<file path="src/rtl/tv80_bus_pkg.sv">
// Shared types and constants for the tv80s bus responder.
package tv80_bus_pkg;

  localparam int CNT_W = 8;
  localparam logic [7:0] BUS_FLOAT = 8'hFF;

  typedef enum logic [1:0] {
    IDLE,
    REQ,
    WAITCNT,
    DONE
  } bus_state_t;

  function automatic logic [CNT_W-1:0] satDec(input logic [CNT_W-1:0] value);
    return (value == '0) ? value : value - 1'b1;
  endfunction

endpackage

</file>
<file path="src/rtl/z80_cycle_decode.sv">
// Combinational decode of the tv80s bus strobes into a cycle classification.
module z80_cycle_decode (
  input  logic i_m1_n,
  input  logic i_mreq_n,
  input  logic i_iorq_n,
  input  logic i_rd_n,
  input  logic i_wr_n,
  input  logic i_rfsh_n,
  output logic o_access,
  output logic o_intack,
  output logic o_is_io,
  output logic o_is_write
);

  // Refresh drives mreq_n low with rfsh_n low; it must never look like an access.
  assign o_access   = ((~i_mreq_n & i_rfsh_n) | ~i_iorq_n) & (~i_rd_n | ~i_wr_n);
  assign o_intack   = ~i_m1_n & ~i_iorq_n;
  assign o_is_io    = ~i_iorq_n;
  assign o_is_write = ~i_wr_n;

endmodule

</file>
<file path="src/rtl/z80_bus_target.sv">
// tv80s bus responder: turns each CPU bus cycle into one req/ack backend
// transaction and holds the CPU in wait until the backend answers.
module z80_bus_target
  import tv80_bus_pkg::*;
#(
  parameter int         MEM_WAIT    = 0,
  parameter int         IO_WAIT     = 1,
  parameter int         ACK_TIMEOUT = 15,
  parameter logic [7:0] INT_VECTOR  = 8'hFF
) (
  input  logic        clk,
  input  logic        reset,
  input  logic        m1_n,
  input  logic        mreq_n,
  input  logic        iorq_n,
  input  logic        rd_n,
  input  logic        wr_n,
  input  logic        rfsh_n,
  input  logic [15:0] A,
  input  logic [7:0]  cpu_dout,
  output logic [7:0]  cpu_di,
  output logic        wait_n,
  output logic        be_req,
  output logic        be_we,
  output logic        be_io,
  output logic [15:0] be_addr,
  output logic [7:0]  be_wdata,
  input  logic        be_ack,
  input  logic [7:0]  be_rdata,
  output logic        err,
  output logic        busy
);

  localparam logic [CNT_W-1:0] MEM_CNT  = CNT_W'(MEM_WAIT);
  localparam logic [CNT_W-1:0] IO_CNT   = CNT_W'(IO_WAIT);
  localparam logic [CNT_W-1:0] TO_LIMIT = CNT_W'(ACK_TIMEOUT);

  logic w_access, w_intack, w_isIo, w_isWrite;
  logic [CNT_W-1:0] w_toNext;

  bus_state_t       r_state;
  logic [CNT_W-1:0] r_waitCnt;
  logic [CNT_W-1:0] r_toCnt;
  logic [7:0]       r_cpuDi;
  logic             r_waitN;
  logic             r_beReq;
  logic             r_beWe;
  logic             r_beIo;
  logic [15:0]      r_beAddr;
  logic [7:0]       r_beWdata;
  logic             r_err;

  z80_cycle_decode u_decode (
    .i_m1_n     (m1_n),
    .i_mreq_n   (mreq_n),
    .i_iorq_n   (iorq_n),
    .i_rd_n     (rd_n),
    .i_wr_n     (wr_n),
    .i_rfsh_n   (rfsh_n),
    .o_access   (w_access),
    .o_intack   (w_intack),
    .o_is_io    (w_isIo),
    .o_is_write (w_isWrite)
  );

  assign w_toNext = r_toCnt + 1'b1;

  // Ack wins over a timeout landing on the same edge; DONE blocks re-triggering
  // until the CPU lets go, so one bus cycle makes exactly one request.
  always_ff @(posedge clk or posedge reset) begin
    if (reset) begin
      r_state   <= IDLE;
      r_waitCnt <= '0;
      r_toCnt   <= '0;
      r_cpuDi   <= BUS_FLOAT;
      r_waitN   <= 1'b1;
      r_beReq   <= 1'b0;
      r_beWe    <= 1'b0;
      r_beIo    <= 1'b0;
      r_beAddr  <= '0;
      r_beWdata <= '0;
      r_err     <= 1'b0;
    end else begin
      r_err <= 1'b0;
      case (r_state)
        IDLE: begin
          if (w_intack) begin
            r_cpuDi   <= INT_VECTOR;
            r_waitN   <= (IO_WAIT == 0);
            r_waitCnt <= IO_CNT;
            r_toCnt   <= '0;
            r_state   <= WAITCNT;
          end else if (w_access) begin
            r_beAddr  <= A;
            r_beWe    <= w_isWrite;
            r_beIo    <= w_isIo;
            r_beWdata <= cpu_dout;
            r_beReq   <= 1'b1;
            r_waitN   <= 1'b0;
            r_waitCnt <= w_isIo ? IO_CNT : MEM_CNT;
            r_toCnt   <= '0;
            r_state   <= REQ;
          end
        end
        REQ: begin
          r_waitCnt <= satDec(r_waitCnt);
          r_toCnt   <= w_toNext;
          if (be_ack) begin
            r_beReq <= 1'b0;
            if (!r_beWe) r_cpuDi <= be_rdata;
            r_state <= WAITCNT;
          end else if (w_toNext == TO_LIMIT) begin
            r_beReq <= 1'b0;
            r_cpuDi <= BUS_FLOAT;
            r_err   <= 1'b1;
            r_state <= WAITCNT;
          end
        end
        WAITCNT: begin
          if (r_waitCnt == '0) begin
            r_waitN <= 1'b1;
            r_state <= DONE;
          end else begin
            r_waitCnt <= satDec(r_waitCnt);
          end
        end
        DONE: begin
          if ((rd_n & wr_n) | (mreq_n & iorq_n)) r_state <= IDLE;
        end
        default: r_state <= IDLE;
      endcase
    end
  end

  assign cpu_di   = r_cpuDi;
  assign wait_n   = r_waitN;
  assign be_req   = r_beReq;
  assign be_we    = r_beWe;
  assign be_io    = r_beIo;
  assign be_addr  = r_beAddr;
  assign be_wdata = r_beWdata;
  assign err      = r_err;
  assign busy     = (r_state != IDLE);

endmodule

</file>
<file path="config.mk">
export PLATFORM = sky130hd
export DESIGN_NAME = z80_bus_target
export DESIGN_NICKNAME = d
export VERILOG_FILES = /design/src/rtl/tv80_bus_pkg.sv /design/src/rtl/z80_cycle_decode.sv /design/src/rtl/z80_bus_target.sv
export SDC_FILE = /design/constraint.sdc
export NUM_CORES = 1
export LEC_CHECK = 0
export ABC_AREA = 0
export BUFFER_PORTS_ARGS = -buffer_cell sky130_fd_sc_hd__buf_2
export CORE_MARGIN = 10
export CORE_UTILIZATION = 50
export DETAILED_ROUTE_END_ITERATION = 12
export PLACE_DENSITY = 0.85
export SYNTH_ARGS = -nofsm -noshare
export SYNTH_HDL_FRONTEND = slang
export SYNTH_SLANG_ARGS = --single-unit
</file>
<file path="constraint.sdc">
create_clock -name clk -period 4.2 [get_ports clk]
set_input_delay 0.63 -clock clk [delete_from_list [all_inputs] [get_ports clk]]
set_output_delay 0.63 -clock clk [all_outputs]
set_load 0.03 [all_outputs]
</file>
==> impl_metrics.csv, run 1 <==
group,metric,value,unit
yosys,postSynth.topFlopCell,"dfrtp_1",
clocking,clock_latency,0.31,ns
timing,finalWorstPathRequiredPeriod,2.36,ns
die,fp.dieH,92.2,um
layout,layout.cells.most_common,"nand2_1",
detailed_routing,detail_route.wl_per_cell,14.1,um
yosys,ys_async_sr_fraction,100,%
die,design.core.area,0.00507,mm^2
die,die_area,0.00850,mm^2
timing,hold-worst-slack,0.268,ns
layout,most-common-layout-cells,"88 x nand2_1, 78 x buf_2, 46 x dfrtp_1",
pwr,power.leakage,1.60,nW
flow_run,maxCapViolations,0,
timing,unrepaired_setup_endpoints_after_global_routing,"false",
timing,timing_max_transition_violations_final,0,
die,floorplan.die.width,92.2,um
clocking,cts_tree,"yes",
yosys,post_synth_instance_area,0.00260,mm^2
pwr,cellPowerDensity,795,mW/mm^2
pwr,max-vdd-ir-drop,440,uV
timing,worst_slew_margin_relative_to_its_limit,36.4,%
outcome,outcome,"finished, final reports clean",
clocking,cts_resized,0,
layout,antenna_cells_inserted,0,
timing,timing.setup.tns,0,ns
detailed_routing,drt_pass1_iterations,4,
global_route,wire_length_of_the_first_global_routing_pass,10000,um
critical_path,crit_path_top_delay_cell,"o21ai_1",
clocking,cts_buffers,5,
place,place.gp.congestion,0.874,
timing,final_min_period_over_clock_period,56.3,%
yosys,syn-mean-instance-area,9.54,um^2
detailed_routing,detail_route.drc_violations,0,
critical_path,critPathArrivalTime,2.54,ns
layout,final_nets,399,
timing,worst_pin_slew,0.954,ns
layout,layout.area.seq,0.00139,mm^2
critical_path,critical_path.cell_chain,"inv_1 -> ha_1 -> o21ai_1 -> o21ai_1 -> or4_1 -> xor2_1 -> nor2_1",
yosys,synth_nets,322,
clocking,post_cts_hold_buffer_count,0,
detailed_routing,vias_per_cell,4.98,
clocking,cts.repair_timing.setup_buffer_count,0,
clocking,clock_tree.htree_level_count,2,
global_route,grt_max_degree,40,
critical_path,timing.setup.critical_path_class,"flop to flop",
critical_path,crit_fanout,11,
yosys,yosysWarnings,0,
layout,num-fill-cells,432,
clocking,clock_tree.buffer_depth,2,
detailed_routing,dr.first_iter.drc_count,118,
place,dpl.hpwl,4470,um
yosys,synth.yosys.seq_area_share,53.3,%
yosys,synth_seq_cells,55,
layout,finished_layout_cell_area,0.00316,mm^2
timing,max_freq,423,MHz
detailed_routing,drtAntennaViolNets,0,
place,placed_cell_area,0.00305,mm^2
detailed_routing,vias,2098,
critical_path,crit_required,4.37,ns
critical_path,critical_path.most_common_cell,"o21ai_1",
global_route,grt_overflow_total,0,
timing,setup_viol_count_final,0,
die,fp-row-count,26,
critical_path,timing.critical_path.max_delay_family,"compound AO/OA/AOI/OAI gates",
timing,timing_hold_violations_final,0,
detailed_routing,wl,5940,um
critical_path,setup.worst_path.start_class,"flop",
place,numPortBuffers,78,
yosys,post_synth_inst_count,273,
critical_path,cp_num_buf_inv,1,
yosys,count_of_distinct_cell_types_in_the_synthesized_netlist,40,
layout,layout-drive-gt1-share,30.5,%
global_route,grt_pass1_vias,2194,
clocking,cts_num_sinks,55,
die,initial_standard_cell_utilization_of_the_core,51.3,%
critical_path,setup.worst_path.end_class,"flop",
global_route,initial_antenna_violation_count,0,
timing,skew_final,0.00756,ns
global_route,grt_util_all_layers,14.0,%
yosys,edff_count_synth,0,
clocking,cts.clk_slew.worst_paths,0.10,ns
clocking,cts-root-buf,"clkbuf_8",
layout,multiInputGateArea,0.00113,mm^2
worst_hold_path,worst_hold_path_type,"input port to asynchronous set/reset pin",
layout,syn2layout_area_growth,21.4,%
critical_path,critical_path.max_stage_delay,0.62,ns
die,num_io_pins,79,
==> cell type report <==
| cell class | instances | area share, % |
|---|---|---|
| sequential | 55 | 43.9 |
| multi-input combinational | 197 | 35.8 |
| timing repair buffer | 79 | 12.6 |
| tap | 70 | 2.77 |
| clock buffer | 5 | 2.18 |
| inverter | 12 | 1.42 |
| clock inverter | 3 | 1.38 |
==> synthesized netlist by cell type (all sizes together), types with 3 or more instances <==
cell,number,area [um^2]
a21oi,6,33.8
a22o,4,35.0
a31oi,4,46.3
and3,4,25.0
buf,7,35.0
dfrtp,46,1150
dfstp,9,236
ha,8,100
inv,12,45.0
mux2i,5,50.1
nand2,88,330
nand2b,4,25.0
nand3,4,20.0
nor2,13,48.8
nor3,8,40.0
o21ai,16,87.6
o22a,8,70.1
or2,3,18.8
xnor2,3,26.3
xor2,3,26.3
==> power by group <==
part	leakage (nW)	internal, mW	switching (mW)	total (mW)
Combinational	0.856	0.409	0.837	1.25
Clock	0.0581	0.178	0.175	0.353
Sequential	0.681	0.766	0.148	0.915
Total	1.60	1.35	1.16	2.51
==> routing by layer <==
layer  vias to the layer above  GRT usage (%)  share of wire [%]
li1                       1072              -                  -
met1                       944           17.0                 45
met2                        73           23.2                 47
met3                         9           4.89                7.4
met4                         0           3.08                1.0
met5                         -              0                  0
==> metrics by stage <==
step | util [%] | total power, mW | instances | setup slack, ns
detailed placement | 60.1 | 2.18 | 413 | 1.73
global placement | 60.1 | 2.14 | 413 | 1.81
floorplan | - | 1.85 | 273 | 2.24
finish | 62.3 | 2.51 | 421 | 1.84
CTS | 62.3 | 2.54 | 421 | 1.85
global route | 62.3 | 2.71 | 421 | 1.60
==> worst paths after layout <==
path | from | to | slack, ns | cells after the start
setup / recovery | r_state[0] | r_waitCnt[4] | 1.84 | 7
hold / removal | reset | be_wdata[7] | 0.27 | 2
setup reg to reg | r_state[0] | r_waitCnt[4] | 1.84 | 7
hold reg to reg | be_addr[6] | be_addr[6] | 0.48 | 2
max in group asynchronous | reset | cpu_di[2] | 3.10 | 3
min in group clk | be_addr[6] | be_addr[6] | 0.48 | 2
==> registers in the layout (all words and copies together) (netlist names) <==
signal,cells
be_addr,16
be_io,1
be_req,1
be_wdata,8
be_we,1
cpu_di,8
err,1
r_state,2
r_toCnt,8
r_waitCnt,8
wait_n,1
==> kinds of logic after synthesis <==
logic type | after synthesis | synth area share (%)
compound gates | 45 | 12.8
simple gates | 133 | 22.8
mux | 5 | 1.92
flops | 55 | 53.3
fa+ha+maj | 8 | 3.84
xor+xnor | 6 | 2.02
buf+inv | 21 | 3.36
Power figures use the tool's default switching activity.
==> inputs of run 2 (changes only) <==
--- a/config.mk
+++ b/config.mk
@@ -5,12 +5,12 @@
 export SDC_FILE = /design/constraint.sdc
 export NUM_CORES = 1
 export LEC_CHECK = 0
-export ABC_AREA = 0
+export ABC_AREA = 1
 export BUFFER_PORTS_ARGS = -buffer_cell sky130_fd_sc_hd__buf_2
 export CORE_MARGIN = 10
 export CORE_UTILIZATION = 50
 export DETAILED_ROUTE_END_ITERATION = 12
-export PLACE_DENSITY = 0.85
+export PLACE_DENSITY = 0.84
 export SYNTH_ARGS = -nofsm -noshare
 export SYNTH_HDL_FRONTEND = slang
 export SYNTH_SLANG_ARGS = --single-unit
==> constraint.sdc (replaced) <==
create_clock -name clk -period 2.4 [get_ports clk]
set_input_delay 0.36 -clock clk [delete_from_list [all_inputs] [get_ports clk]]
set_output_delay 0.36 -clock clk [all_outputs]
set_load 0.03 [all_outputs]
==> run 2 against run 1 <==
  * Utilization shrank 0.90 points
  * Worst setup slack lost 1.4 ns
  * Critical endpoint is now cpu_di[7]
  * Count of clock-buffer cells in the layout grew 1
  * Combinational power grew 120%
  * Routed wire length grew 9.0%
  * Clock skew grew 0.0011 ns
  * Critical path type unchanged
  * Sequential share of layout area shrank 2.6 points
  * Clock power grew 72%
  * Largest power group unchanged
  * Synthesized area grew 7.5%
==> impl_metrics.csv, run 2 <==
group,metric,value,unit
outcome,outcome,"finished, final reports clean",
clocking,cts_resized,0,
flow_run,maxCapViolations,0,
detailed_routing,drtAntennaViolNets,0,
clocking,cts_buffers,5,
timing,final_min_period_over_clock_period,80.4,%
timing,final_critical_path_setup_slack,0.470,ns
yosys,synth_seq_cells,55,
critical_path,setup.worst_path.end_class,"flop",
critical_path,timing.setup.critical_path_class,"flop to flop",
detailed_routing,vias_per_cell,5.10,
pwr,cellPowerDensity,1490,mW/mm^2
yosys,synth.cells.most_frequent,"65 x nand2_1, 46 x dfrtp_1, 20 x inv_1",
die,num_io_pins,79,
critical_path,crit_fanout,9,
global_route,grt_max_degree,29,
critical_path,cp_num_buf_inv,2,
clocking,clock_latency,0.31,ns
yosys,yosys.cell_count.top_type,"nand2_1",
layout,syn2layout_area_growth,20.1,%
die,fp.dieH,94.8,um
pwr,power.leakage,1.68,nW
global_route,wire_length_of_the_first_global_routing_pass,10400,um
detailed_routing,route.layer.met1.wl,2540,um
timing,finalWorstPathRequiredPeriod,1.93,ns
layout,layout.cells.most_common,"buf_2",
clocking,clock_tree.buffer_depth,2,
timing,worst_slew_margin_relative_to_its_limit,62.9,%
detailed_routing,route.top_layer_used,"met4",
detailed_routing,wl,6480,um
yosys,edff_count_synth,0,
critical_path,critical_path.reg2reg.startpoint,"r_state[0]",
timing,timing_hold_violations_final,0,
critical_path,setup.worst_path.start_class,"flop",
timing,setup_viol_count_final,0,
critical_path,crit_required,2.65,ns
timing,skew_final,0.00870,ns
detailed_routing,drt_pass1_iterations,4,
critical_path,crit_path_top_delay_cell,"dfrtp_1",
timing,timing.setup.tns,0,ns
place,place.gp.congestion,0.838,
clocking,cts.repair_timing.setup_buffer_count,0,
yosys,yosys.area.top_type_share,41.1,%
place,numPortBuffers,78,
place,dp_slack,0.485,ns
timing,max_freq,518,MHz
yosys,postSynth.topFlopCell,"dfrtp_1",
layout,antenna_cells_inserted,0,
yosys,synth.yosys.seq_area_share,49.6,%
yosys,synth_nets,329,
critical_path,critical_path.max_stage_delay,0.42,ns
global_route,grt_pass1_vias,2300,
clocking,cts.clk_slew.worst_paths,0.10,ns
die,initial_standard_cell_utilization_of_the_core,51.2,%
worst_hold_path,worst_hold_path_type,"input port to asynchronous set/reset pin",
die,fp-row-count,27,
detailed_routing,vias,2214,
pwr,max-vdd-ir-drop,776,uV
layout,layout-drive-gt1-share,39.8,%
yosys,syn-mean-instance-area,10.0,um^2
critical_path,timing.critical_path.max_delay_family,"simple AND/OR/NAND/NOR gates",
clocking,cts_num_sinks,55,
layout,most-common-layout-cells,"78 x buf_2, 65 x nand2_1, 46 x dfrtp_1",
die,design.core.area,0.00547,mm^2
yosys,ys_async_sr_fraction,100,%
critical_path,critical_path.cell_chain,"inv_1 -> ha_1 -> inv_2 -> nor2_8 -> a31oi_2 -> nand3_2 -> nand2_1 -> nand2_1",
yosys,synthTopCellsByArea,"dfrtp_1 41%, nand2_1 8.7%, dfstp_2 8.4%",
die,die_area,0.00899,mm^2
critical_path,worst-r2r-setup-slack,0.47,ns
critical_path,rr_endpoint,"cpu_di[7]",
yosys,post_synth_instance_area,0.00280,mm^2
detailed_routing,detail_route.drc_violations,0,
yosys,yosysWarnings,0,
yosys,post_synth_inst_count,280,
layout,final_nets,410,
global_route,initial_antenna_violation_count,0,
critical_path,critical_path.most_common_cell,"nand2_1",
detailed_routing,wl_met2,3380,um
global_route,grt_overflow_total,0,
critical_path,worstRegToRegCells,8,
clocking,cts_tree,"yes",
place,dpl.hpwl,5120,um
global_route,grt_util_all_layers,14.4,%
yosys,count_of_distinct_cell_types_in_the_synthesized_netlist,38,
timing,unrepaired_setup_endpoints_after_global_routing,"false",
timing,worst_pin_slew,0.556,ns
clocking,cts-root-buf,"clkbuf_8",
timing,timing_max_transition_violations_final,0,
clocking,clock_tree.htree_level_count,2,
die,floorplan.die.width,94.8,um
clocking,post_cts_hold_buffer_count,0,
yosys,synth_largest_area_cell,"dfrtp_1",
layout,num-fill-cells,463,
critical_path,critPathArrivalTime,2.18,ns
detailed_routing,detailed_routed_wire_length_on_met3,373,um
layout,largest_register_ffs,16,
detailed_routing,dr.first_iter.drc_count,71,
detailed_routing,detail_route.wl_per_cell,14.9,um
run 2: changes by cell type in the layout (fill, tap and decap cells not counted), sizes merged, moves of 5 or more:
cell,delta
mux2,+24
nand2,-18
nand3,+12
inv,+11
nand4,+10
nor2,+8
o22a,-8
nor3,-7
mux2i,-5
or2,+5
run 2: how the worst max path moves through the flow:
stage / cells after the start / from / end
3_5_place_dp: 8 / r_state[0] / cpu_di[7]
2_1_floorplan: 7 / r_state[0] / be_addr[0]
4_1_cts: 8 / r_state[0] / cpu_di[5]
5_1_grt: 10 / r_toCnt[0] / cpu_di[3]
3_3_place_gp: 8 / r_state[0] / cpu_di[1]
6_report: 8 / r_state[0] / cpu_di[7]
run 2: where the power goes:
part / switching, mW / internal (mW)
combinational: 1.82 / 0.944
sequential: 0.245 / 1.39
clock: 0.294 / 0.312
total: 2.36 / 2.64
run 2: final cells by class:
| type | instances | area (um^2) | area share (%) |
|---|---|---|---|
| flip-flops and latches | 55 | 1390 | 41.3 |
| repair buffers | 81 | 413 | 12.3 |
| well taps | 72 | 90.1 | 2.68 |
| inverters | 23 | 88.8 | 2.64 |
| clock inverters | 2 | 37.5 | 1.12 |
| multi-input cells | 195 | 1270 | 37.8 |
| clock buffers | 6 | 72.6 | 2.16 |
run 2: stage by stage:
step / cells / hold slack (ns) / cell area (um^2) / utilization, % / power, mW
2_1_floorplan: 280 / 0.431 / 2800 / - / 3.72
6_report: 434 / 0.0850 / 3360 / 61.4 / 5.00
3_3_place_gp: 426 / 0.435 / 3250 / 59.4 / 4.33
5_1_grt: 434 / 0.113 / 3360 / 61.4 / 5.36
4_1_cts: 434 / 0.104 / 3360 / 61.4 / 5.05
3_5_place_dp: 426 / 0.446 / 3250 / 59.4 / 4.44
run 2: kinds of logic after synthesis:
family	after synthesis	share of synthesized area, %
and+or+nand+nor	129	22.7
buffers and inverters	30	5.00
AOI/OAI and AO/OA	29	6.57
adders and majority gates	8	3.57
DFF	55	49.6
xor gates and xnor gates	5	1.56
muxes	24	11.0
run 2: layer usage:
metal	vias up	GRT usage (%)
li1	1092	-
met1	1051	15.7
met2	58	25.5
met3	13	4.12
met4	0	6.11
met5	-	0
